File: src/rtl/tcp.sv
// Shared TCP transmit definitions.
// Buffer address width and the queued segment record.
package tcp;

  localparam int BUFF_WIDTH = 16;

  typedef struct packed {
    logic [15:0]           dest_port;
    logic [31:0]           seq;
    logic [31:0]           ack;
    logic [7:0]            flags;
    logic [15:0]           window;
    logic [15:0]           payload_size;
    logic [BUFF_WIDTH-1:0] payload_addr;
  } seg_t;

endpackage

File: src/rtl/tcp_tx_arbiter_if.sv
// TCP transmit arbiter bus: request side and encoder chain.
// master = TCP control plus encoders, slave = arbiter.
interface tcp_tx_arbiter_if;

  logic                       req_valid;
  logic                       req_ready;
  logic [15:0]                req_dest_port;
  logic [31:0]                req_sequence_num;
  logic [31:0]                req_ack_num;
  logic [7:0]                 req_flags;
  logic [15:0]                req_window;
  logic [15:0]                req_payload_size;
  logic [tcp::BUFF_WIDTH-1:0] req_payload_addr;

  logic                       mac_encoder_ready;
  logic                       mac_encode_en;
  logic                       mac_encoder_send_next;
  logic                       ip_encode_en;
  logic [15:0]                ip_packet_len;
  logic                       ip_encode_done;
  logic                       tcp_encode_en;
  logic [15:0]                tcp_dest_port;
  logic [31:0]                tcp_sequence_num;
  logic [31:0]                tcp_ack_num;
  logic [7:0]                 tcp_flags;
  logic [15:0]                tcp_window;
  logic [15:0]                tcp_payload_size;
  logic [tcp::BUFF_WIDTH-1:0] tcp_payload_addr;
  logic                       tcp_encode_done;

  logic                       tx_sent;
  logic                       tx_drop;
  logic                       tx_busy;

  modport master (
    output req_valid, req_dest_port, req_sequence_num,
    output req_ack_num, req_flags, req_window,
    output req_payload_size, req_payload_addr,
    output mac_encoder_ready, mac_encoder_send_next,
    output ip_encode_done, tcp_encode_done,
    input  req_ready, mac_encode_en, ip_encode_en,
    input  ip_packet_len, tcp_encode_en,
    input  tcp_dest_port, tcp_sequence_num, tcp_ack_num,
    input  tcp_flags, tcp_window, tcp_payload_size,
    input  tcp_payload_addr, tx_sent, tx_drop, tx_busy
  );

  modport slave (
    input  req_valid, req_dest_port, req_sequence_num,
    input  req_ack_num, req_flags, req_window,
    input  req_payload_size, req_payload_addr,
    input  mac_encoder_ready, mac_encoder_send_next,
    input  ip_encode_done, tcp_encode_done,
    output req_ready, mac_encode_en, ip_encode_en,
    output ip_packet_len, tcp_encode_en,
    output tcp_dest_port, tcp_sequence_num, tcp_ack_num,
    output tcp_flags, tcp_window, tcp_payload_size,
    output tcp_payload_addr, tx_sent, tx_drop, tx_busy
  );

endinterface

File: src/rtl/tcp_tx_arbiter.sv
// TCP transmit arbiter: queues segment requests and walks each
// one through the MAC, IP and TCP header encoders in order.
module tcp_tx_arbiter #(
  parameter int DEPTH = 4,
  parameter int MSS   = 1464
) (
  input logic             clk,
  input logic             rst,
  tcp_tx_arbiter_if.slave bus
);

  import tcp::*;

  localparam int AW = $clog2(DEPTH);
  localparam int CW = AW + 1;

  typedef enum logic [1:0] {
    S_IDLE,
    S_MAC,
    S_IP,
    S_TCP
  } state_t;

  state_t          state;
  state_t          state_nx;
  seg_t            mem [DEPTH];
  seg_t            cur;
  seg_t            req;
  logic [AW-1:0]   wr_ptr;
  logic [AW-1:0]   rd_ptr;
  logic [CW-1:0]   count;
  logic            accept;
  logic            oversize;
  logic            push;
  logic            pop;
  logic            ip_go;
  logic            tcp_go;
  logic            sent_go;

  always_comb begin
    req = '{
      dest_port:    bus.req_dest_port,
      seq:          bus.req_sequence_num,
      ack:          bus.req_ack_num,
      flags:        bus.req_flags,
      window:       bus.req_window,
      payload_size: bus.req_payload_size,
      payload_addr: bus.req_payload_addr
    };
  end

  assign bus.req_ready = (count != CW'(DEPTH));
  assign bus.tx_busy   = (state != S_IDLE);

  assign accept   = bus.req_valid && bus.req_ready;
  assign oversize = bus.req_payload_size > 16'(MSS);
  assign push     = accept && !oversize;

  always_ff @(posedge clk) begin
    if (rst) state <= S_IDLE;
    else     state <= state_nx;
  end

  always_comb begin
    state_nx = state;
    pop      = 1'b0;
    ip_go    = 1'b0;
    tcp_go   = 1'b0;
    sent_go  = 1'b0;
    unique case (state)
      S_IDLE: begin
        if (count != '0 && bus.mac_encoder_ready) begin
          pop      = 1'b1;
          state_nx = S_MAC;
        end
      end
      S_MAC: begin
        if (bus.mac_encoder_send_next) begin
          ip_go    = 1'b1;
          state_nx = S_IP;
        end
      end
      S_IP: begin
        if (bus.ip_encode_done) begin
          tcp_go   = 1'b1;
          state_nx = S_TCP;
        end
      end
      S_TCP: begin
        if (bus.tcp_encode_done) begin
          sent_go  = 1'b1;
          state_nx = S_IDLE;
        end
      end
      default: state_nx = S_IDLE;
    endcase
  end

  // Storage needs no reset; pointers and count define validity.
  always_ff @(posedge clk) begin
    if (push) mem[wr_ptr] <= req;
  end

  always_ff @(posedge clk) begin
    if (rst) begin
      wr_ptr <= '0;
      rd_ptr <= '0;
      count  <= '0;
    end else begin
      if (push) wr_ptr <= wr_ptr + 1'b1;
      if (pop)  rd_ptr <= rd_ptr + 1'b1;
      count <= count + CW'(push) - CW'(pop);
    end
  end

  always_ff @(posedge clk) begin
    if (rst) begin
      cur                  <= '0;
      bus.mac_encode_en    <= 1'b0;
      bus.ip_encode_en     <= 1'b0;
      bus.tcp_encode_en    <= 1'b0;
      bus.tx_sent          <= 1'b0;
      bus.tx_drop          <= 1'b0;
      bus.ip_packet_len    <= '0;
      bus.tcp_dest_port    <= '0;
      bus.tcp_sequence_num <= '0;
      bus.tcp_ack_num      <= '0;
      bus.tcp_flags        <= '0;
      bus.tcp_window       <= '0;
      bus.tcp_payload_size <= '0;
      bus.tcp_payload_addr <= '0;
    end else begin
      bus.mac_encode_en <= pop;
      bus.ip_encode_en  <= ip_go;
      bus.tcp_encode_en <= tcp_go;
      bus.tx_sent       <= sent_go;
      bus.tx_drop       <= accept && oversize;
      if (pop) cur <= mem[rd_ptr];
      // 20 B IP header + 20 B TCP header, no options
      if (ip_go) bus.ip_packet_len <= cur.payload_size + 16'd40;
      if (tcp_go) begin
        bus.tcp_dest_port    <= cur.dest_port;
        bus.tcp_sequence_num <= cur.seq;
        bus.tcp_ack_num      <= cur.ack;
        bus.tcp_flags        <= cur.flags;
        bus.tcp_window       <= cur.window;
        bus.tcp_payload_size <= cur.payload_size;
        bus.tcp_payload_addr <= cur.payload_addr;
      end
    end
  end

endmodule

File: src/flat_wrapper.sv
// flat-port wrapper written by rule: the top's interface ports become plain ports
module tcp_tx_arbiter_flat import tcp::*;
#(
  parameter int DEPTH = 4,
  parameter int MSS   = 1464
)
  (clk, rst, bus_req_valid, bus_req_dest_port, bus_req_sequence_num, bus_req_ack_num, bus_req_flags, bus_req_window, bus_req_payload_size, bus_req_payload_addr, bus_mac_encoder_ready, bus_mac_encoder_send_next, bus_ip_encode_done, bus_tcp_encode_done, bus_req_ready, bus_mac_encode_en, bus_ip_encode_en, bus_ip_packet_len, bus_tcp_encode_en, bus_tcp_dest_port, bus_tcp_sequence_num, bus_tcp_ack_num, bus_tcp_flags, bus_tcp_window, bus_tcp_payload_size, bus_tcp_payload_addr, bus_tx_sent, bus_tx_drop, bus_tx_busy);
  tcp_tx_arbiter_if bus_i ();
  input logic clk;
  input logic rst;
  input wire logic [$bits(bus_i.req_valid)-1:0] bus_req_valid;
  input wire logic [$bits(bus_i.req_dest_port)-1:0] bus_req_dest_port;
  input wire logic [$bits(bus_i.req_sequence_num)-1:0] bus_req_sequence_num;
  input wire logic [$bits(bus_i.req_ack_num)-1:0] bus_req_ack_num;
  input wire logic [$bits(bus_i.req_flags)-1:0] bus_req_flags;
  input wire logic [$bits(bus_i.req_window)-1:0] bus_req_window;
  input wire logic [$bits(bus_i.req_payload_size)-1:0] bus_req_payload_size;
  input wire logic [$bits(bus_i.req_payload_addr)-1:0] bus_req_payload_addr;
  input wire logic [$bits(bus_i.mac_encoder_ready)-1:0] bus_mac_encoder_ready;
  input wire logic [$bits(bus_i.mac_encoder_send_next)-1:0] bus_mac_encoder_send_next;
  input wire logic [$bits(bus_i.ip_encode_done)-1:0] bus_ip_encode_done;
  input wire logic [$bits(bus_i.tcp_encode_done)-1:0] bus_tcp_encode_done;
  output wire logic [$bits(bus_i.req_ready)-1:0] bus_req_ready;
  output wire logic [$bits(bus_i.mac_encode_en)-1:0] bus_mac_encode_en;
  output wire logic [$bits(bus_i.ip_encode_en)-1:0] bus_ip_encode_en;
  output wire logic [$bits(bus_i.ip_packet_len)-1:0] bus_ip_packet_len;
  output wire logic [$bits(bus_i.tcp_encode_en)-1:0] bus_tcp_encode_en;
  output wire logic [$bits(bus_i.tcp_dest_port)-1:0] bus_tcp_dest_port;
  output wire logic [$bits(bus_i.tcp_sequence_num)-1:0] bus_tcp_sequence_num;
  output wire logic [$bits(bus_i.tcp_ack_num)-1:0] bus_tcp_ack_num;
  output wire logic [$bits(bus_i.tcp_flags)-1:0] bus_tcp_flags;
  output wire logic [$bits(bus_i.tcp_window)-1:0] bus_tcp_window;
  output wire logic [$bits(bus_i.tcp_payload_size)-1:0] bus_tcp_payload_size;
  output wire logic [$bits(bus_i.tcp_payload_addr)-1:0] bus_tcp_payload_addr;
  output wire logic [$bits(bus_i.tx_sent)-1:0] bus_tx_sent;
  output wire logic [$bits(bus_i.tx_drop)-1:0] bus_tx_drop;
  output wire logic [$bits(bus_i.tx_busy)-1:0] bus_tx_busy;
  assign bus_i.req_valid = bus_req_valid;
  assign bus_i.req_dest_port = bus_req_dest_port;
  assign bus_i.req_sequence_num = bus_req_sequence_num;
  assign bus_i.req_ack_num = bus_req_ack_num;
  assign bus_i.req_flags = bus_req_flags;
  assign bus_i.req_window = bus_req_window;
  assign bus_i.req_payload_size = bus_req_payload_size;
  assign bus_i.req_payload_addr = bus_req_payload_addr;
  assign bus_i.mac_encoder_ready = bus_mac_encoder_ready;
  assign bus_i.mac_encoder_send_next = bus_mac_encoder_send_next;
  assign bus_i.ip_encode_done = bus_ip_encode_done;
  assign bus_i.tcp_encode_done = bus_tcp_encode_done;
  assign bus_req_ready = bus_i.req_ready;
  assign bus_mac_encode_en = bus_i.mac_encode_en;
  assign bus_ip_encode_en = bus_i.ip_encode_en;
  assign bus_ip_packet_len = bus_i.ip_packet_len;
  assign bus_tcp_encode_en = bus_i.tcp_encode_en;
  assign bus_tcp_dest_port = bus_i.tcp_dest_port;
  assign bus_tcp_sequence_num = bus_i.tcp_sequence_num;
  assign bus_tcp_ack_num = bus_i.tcp_ack_num;
  assign bus_tcp_flags = bus_i.tcp_flags;
  assign bus_tcp_window = bus_i.tcp_window;
  assign bus_tcp_payload_size = bus_i.tcp_payload_size;
  assign bus_tcp_payload_addr = bus_i.tcp_payload_addr;
  assign bus_tx_sent = bus_i.tx_sent;
  assign bus_tx_drop = bus_i.tx_drop;
  assign bus_tx_busy = bus_i.tx_busy;
  tcp_tx_arbiter #(.DEPTH(DEPTH), .MSS(MSS)) u_core (.clk(clk), .rst(rst), .bus(bus_i));
endmodule
File: config.mk
export PLATFORM = sky130hd
export DESIGN_NAME = tcp_tx_arbiter_flat
export DESIGN_NICKNAME = d
export VERILOG_FILES = /design/src/rtl/tcp.sv /design/src/rtl/tcp_tx_arbiter_if.sv /design/src/rtl/tcp_tx_arbiter.sv /design/src/flat_wrapper.sv
export SDC_FILE = /design/constraint.sdc
export NUM_CORES = 1
export LEC_CHECK = 0
export CORE_MARGIN = 1.5
export CORE_UTILIZATION = 40
export CTS_CLUSTER_DIAMETER = 120
export CTS_CLUSTER_SIZE = 28
export DETAILED_ROUTE_END_ITERATION = 7
export DONT_BUFFER_PORTS = 1
export GPL_TIMING_DRIVEN = 0
export MAX_ROUTING_LAYER = met4
export SYNTH_ARGS = -nofsm -noshare
export SYNTH_HDL_FRONTEND = slang
export SYNTH_SLANG_ARGS = --single-unit
File: constraint.sdc
create_clock -name clk -period 10.25 [get_ports clk]
set_input_delay 1.025 -clock clk [delete_from_list [all_inputs] [get_ports clk]]
set_output_delay 1.025 -clock clk [all_outputs]
set_load 0.01 [all_outputs]
==> results.txt, run 1 <==
setup TNS: 0 ns
max_cap viols: 0
worst path required time: 10.72 ns
IO buf count: 0
area share of the leading cell type in the synthesized netlist: 53.6%
family with the most delay on the worst path: adder cells
largest cells by area after synthesis: edfxtp_1, dfxtp_1, mux4_2
GP Congestion: 0.816
GRT Overall Usage: 19.3%
Post-Syn Nets: 2221
PD cells: 210 nW/um2
Tmin final: 3.01 ns
first-pass GRT wire length: 107000 um
CP arrival: 3.48 ns
post-route ant nets: 0
Hold/Removal Path Class: reg -> reg
clk root buf: clkbuf_16
worst slack, placed: 6.69 ns
cts hold-fix bufs: 0
Post-Synthesis Cells: 2065
Synth warnings: 0
unrepaired setup endpoints after global routing: false
layout cells sized above 1: 12.5%
Crit-path slowest cell: fa_1
Sinks on Clock Net: 846
Critical Path Max Stage Delay: 0.40 ns
DRT Pass-1 Iters: 5
total core area: 74900 um2
post-synthesis sequential area ratio: 73.5%
top-level I/O count: 302
WS Path Type: reg -> reg
CP Cell Sequence: inv_1 > ha_1 > inv_1 > or2_1 > inv_2 > buf_2 > ha_1 > inv_1 > ha_1 > inv_1 > fa_1 > xor2_1 > xnor2_1 > nor2_1
vias in the first global route: 16613
largest net degree at the start of global routing: 50
clock latency on the worst-skew pair: 0.60 ns
VDD IR max: 0.140 mV
CP Buf/Inv Count: 6
Die ar.: 77800 um2
crit share post-route: 29.3%
initial antenna violation count: 6
total power: 6.96 mW
Slew @ Worst Pin: 1.26 ns
fin worst setup slack: 7.24 ns
Critical Path Fanout Max: 10
clk buf depth: 3
post-synthesis cell area: 30400 um2
number of synthesized flops with an enable pin: 544
die height: 279 um
H-tree levels: 2
WL per Instance: 23.6 um
Unique masters post-synth: 41
status: completed
total CTS buffers: 37
mean area per synthesized cell: 14.7 um2
asr flop ratio synth: 0%
synthesis-to-layout area growth: 8.75%
Top cell by count, worst path: inv_1
final setup fails: 0
residual DRC count: 0
achievable frequency: 333 MHz
hpwl dp: 50600 um
Primary FF master, synth: edfxtp_1
Slew Viols, Final: 0
DR vias/cell: 5.29
clock tree from TritonCTS: built
Slew headroom: 16.1%
Yosys reg bits: 846
nets: 2271
Worst-path clk slew: 0.11 ns
flop-to-flop setup slack: 7.24 ns
endpoints failing hold: 0
Initial Util: 40.6%
post-CTS resize count: 0
skew final: 0.0243 ns
WL final: 73500 um
setup bufs post-CTS: 0
via count: 16458
worst hold slack: 0.451 ns
DRT iter0 DRCs: 1155
crit path capture type: flop
row count: 100
area leader, netlist: edfxtp_1
Pleak: 10.1 nW
die span in x: 279 um
GRT overflow: 0
crit start category: flop
cell usage after synthesis (2+ instances only):
cell type    n
a211oi_1     3
a21oi_1    286
and2_1       6
and3_1       2
buf_1        2
buf_2       34
buf_4       18
buf_6       14
clkbuf_1    59
dfxtp_1    302
edfxtp_1   544
ha_1        12
inv_1       11
mux2i_1      2
mux4_2     136
nand2_1    565
nand3_1      2
nor2_1      19
nor2b_1      4
nor3_1       2
nor4_1       3
o21ai_0      7
xnor2_1     11
xor2_1       4
cells by family (layout without fill, tap and decap cells):
family / after synthesis / count (layout) / share of synthesized area [%]
DFF: 846 / 846 / 73.5
and+or+nand+nor: 610 / 610 / 7.81
AOI/OAI and AO/OA: 302 / 302 / 5.10
buffers and inverters: 140 / 219 / 2.44
muxes: 139 / 139 / 10.2
xor gates and xnor gates: 15 / 15 / 0.431
adders and majority gates: 13 / 13 / 0.559
other: 0 / 1 / 0
worst paths after layout:
path,from,to,cells after the start
worst max-delay path,u_core.state[0]$_SDFFE_PP0P_,u_core.count[2]$_SDFF_PP0_,14
worst min register to register,u_core.cur[42]$_SDFFE_PP0P_,u_core.bus.tcp_window[10]$_SDFFE_PP0P_,2
worst max register to register,u_core.state[0]$_SDFFE_PP0P_,u_core.count[2]$_SDFF_PP0_,14
worst min-delay path,u_core.cur[42]$_SDFFE_PP0P_,u_core.bus.tcp_window[10]$_SDFFE_PP0P_,2
routing by layer:
metal	up-vias	part of all wire, %	track usage (%)
met5	-	0	-
met4	0	1.9	3.90
met3	69	8.5	5.96
met2	428	49	32.0
met1	8409	41	23.4
li1	7552	-	-
worst reg2reg max path, stage by stage, from the launching register on:
cell and delay [ns]:
dfxtp_1 0.37, inv_1 0.13, ha_1 0.22, inv_1 0.12
or2_1 0.33, inv_2 0.13, buf_2 0.27, ha_1 0.29
inv_1 0.06, ha_1 0.13, inv_1 0.05, fa_1 0.40
xor2_1 0.16, xnor2_1 0.17, nor2_1 0.06
final cells by class:
cell class                 count  area, um2
fill                        6650      41800
sequential                   846      22400
multi-input combinational   1079       7340
tap                          969       1210
clock buffer                  64       1080
buffer                       128        697
timing repair buffer          11        303
clock inverter                 4       57.6
inverter                      12       45.0
antenna                        1       2.50
per-stage QoR:
stage                     cell area, um2  std cells  util (%)
after detailed placement           32000       3045      42.7
after global routing               33100       3113      44.2
final                              33100       3114      44.2
after CTS                          33100       3113      44.2
after global placement             31700       3034      42.2
after floorplan                    30400       2065         -
layout by cell type (no fill, tap or decap), drive strengths merged, types with 2 or more instances in the layout:
cell	netlist	routed
nor4	4	4
nor3	3	3
edfxtp	544	544
a211oi	4	4
nand3	2	2
and2	6	6
inv	12	16
nor2	19	19
buf	68	79
xor2	4	4
xnor2	11	11
dfxtp	302	302
and3	2	2
clkbuf	60	124
a21oi	286	286
nand2	565	565
ha	12	12
o21ai	7	7
nor2b	4	4
mux2i	2	2
mux4	136	136
sequential cells by signal (all words and copies together), names as in the netlist, 3 cells and up:
name,count
u_core.mem,544
u_core.bus.tcp_ack_num,32
u_core.count,3
u_core.bus.tcp_sequence_num,32
u_core.bus.tcp_window,16
u_core.bus.ip_packet_len,16
u_core.bus.tcp_flags,8
u_core.bus.tcp_payload_size,16
u_core.bus.tcp_dest_port,16
u_core.bus.tcp_payload_addr,16
u_core.cur,136
where the power goes:
part	leakage [nW]	total, mW	internal [mW]	switching, mW
Clock	0.545	1.78	0.745	1.04
Combinational	2.19	1.28	0.551	0.731
Sequential	7.33	3.90	3.78	0.119
Note: power is estimated with default switching activity, not from simulation.
==> run 2, diff against run 1 <==
==> constraint.sdc (replaced) <==
create_clock -name clk -period 3 [get_ports clk]
set_input_delay 0.3 -clock clk [delete_from_list [all_inputs] [get_ports clk]]
set_output_delay 0.3 -clock clk [all_outputs]
set_load 0.01 [all_outputs]
==> run 2 against run 1 <==
  * Count of clock-buffer cells in the layout fell by 1
  * Sequential share of layout area fell by 2.7 points
  * First-iteration DRC count fell by 0.43%
  * Sequential power rose to 3.4 times the previous value
  * Combinational power rose to 3.6 times the previous value
  * Flip-flop and latch count did not move
  * Critical path depth fell by 1
  * Clock skew rose by 0.0034 ns
  * Global-route usage rose by 0.59 points
  * Setup slack got worse by 7.0 ns
  * Critical endpoint unchanged
  * Largest power group unchanged
==> results.txt, run 2 (synthesis results as in run 1) <==
GRT overflow: 0
top flop regs: u_core.mem (544), u_core.cur (136)
unrepaired setup endpoints after global routing: false
DRT Pass-1 Iters: 5
total CTS buffers: 36
max_cap viols: 0
Hold/Removal Path Class: in -> reg
setup bufs post-CTS: 0
WL final: 75400 um
clk root buf: clkbuf_16
DR vias/cell: 5.21
skew final: 0.0276 ns
largest net degree at the start of global routing: 51
die span in x: 279 um
row count: 100
final setup fails: 0
residual DRC count: 0
Pleak: 10.6 nW
total power: 23.9 mW
area of the multi-input gates: 7340 um2
VDD IR max: 0.644 mV
total core area: 74900 um2
DRT iter0 DRCs: 1150
commonest non-fill, non-tap cells in the layout: nand2_1, edfxtp_1, dfxtp_1, a21oi_1, dlygate4sd3_1
WL per Instance: 23.1 um
Tmin final: 2.71 ns
Slew @ Worst Pin: 1.42 ns
most flop-heavy register: u_core.mem
clk buf depth: 3
Filler Cell Count: 6621
nets: 2408
synthesis-to-layout area growth: 13.3%
achievable frequency: 369 MHz
WS Path Type: reg -> reg
H-tree levels: 2
clock tree from TritonCTS: built
most common cell after layout, fill and taps aside: nand2_1
clock latency on the worst-skew pair: 0.59 ns
number of flip-flops under the largest register name: 544
crit path capture type: flop
endpoints failing hold: 0
post-route ant nets: 0
Critical Path Fanout Max: 13
Slew Viols, Final: 0
Initial Util: 40.6%
layout cells sized above 1: 11.8%
hpwl dp: 51000 um
PD cells: 693 nW/um2
crit start category: flop
initial antenna violation count: 15
top-level I/O count: 302
Post-Place Cells: 3046
via count: 16996
Sinks on Clock Net: 846
crit share post-route: 90.3%
worst path required time: 3.46 ns
Final Non-Filler Cells: 3263
CP arrival: 3.17 ns
flop-to-flop setup slack: 0.29 ns
Die ar.: 77800 um2
vias in the first global route: 17392
GP Congestion: 0.809
final instance area: 34500 um2
status: completed
GRT Overall Usage: 19.9%
die height: 279 um
Area after DPL: 32000 um2
FF+latch area: 22400 um2
Worst-path clk slew: 0.11 ns
IO buf count: 0
Slew headroom: 5.58%
first-pass GRT wire length: 112000 um
worst hold slack: 0.0866 ns
==> run 2: final timing paths <==
| path | start | end | cells past startpoint |
|---|---|---|---|
| min | bus_mac_encoder_send_next | u_core.bus.ip_encode_en$_SDFF_PP0_ | 2 |
| max | u_core.state[1]$_SDFFE_PP0P_ | u_core.count[2]$_SDFF_PP0_ | 13 |
| max reg2reg | u_core.state[1]$_SDFFE_PP0P_ | u_core.count[2]$_SDFF_PP0_ | 13 |
| min reg2reg | u_core.cur[58]$_SDFFE_PP0P_ | u_core.cur[58]$_SDFFE_PP0P_ | 2 |
==> run 2: what timing repair did <==
action,4_1_cts,5_1_grt
endpoints found under the setup margin,1,1
gates resized for setup,0,3
hold endpoints to repair,546,0
hold buffers,138,0
pin swaps,0,0
==> run 2: per-stage QoR <==
| stage | TNS (ns) | setup WS, ns | utilization, % |
|---|---|---|---|
| after global placement | -1106.09 | -2.06 | 42.3 |
| after global routing | 0 | 0.0878 | 46.0 |
| after detailed placement | 0 | 0.00620 | 42.7 |
| after CTS | 0 | 0.112 | 46.0 |
| after floorplan | -79.25 | -0.146 | - |
| final | 0 | 0.290 | 46.0 |
==> run 2: routing by layer <==
metal  global-route usage, %  share of wire [%]  vias to the layer above
met5                       -                  0                        -
met4                    4.04                1.7                        0
met3                    4.43                6.3                       65
met2                    33.2                 49                      395
met1                    25.1                 43                     8687
li1                        -                  -                     7849
==> run 2: final cells by class <==
type / count / area share [%]
Clock buffer: 63 / 3.03
Timing Repair Buffer: 150 / 4.96
Multi-Input combinational cell: 1079 / 21.3
Inverter: 12 / 0.138
Buffer: 127 / 2.01
Sequential cell: 846 / 64.9
Clock inverter: 3 / 0.109
Antenna cell: 14 / 0.102
Tap cell: 969 / 3.51
==> run 2: power breakdown <==
part / switching, mW / internal [mW] / leakage [nW]
Clock: 3.50 / 2.45 / 0.517
Combinational: 2.64 / 2.01 / 2.78
Sequential: 0.406 / 12.9 / 7.33
Total: 6.55 / 17.4 / 10.6
==> run 2: worst max-delay path: stages, from the launching register on <==
cell     delay [ns]
dfxtp_1        0.36
inv_1          0.12
ha_1           0.19
inv_1          0.11
or2_4          0.31
inv_4          0.17
ha_1           0.26
inv_1          0.06
ha_1           0.12
inv_1          0.05
fa_1           0.40
xor2_1         0.19
xnor2_1        0.15
nor2_1         0.07
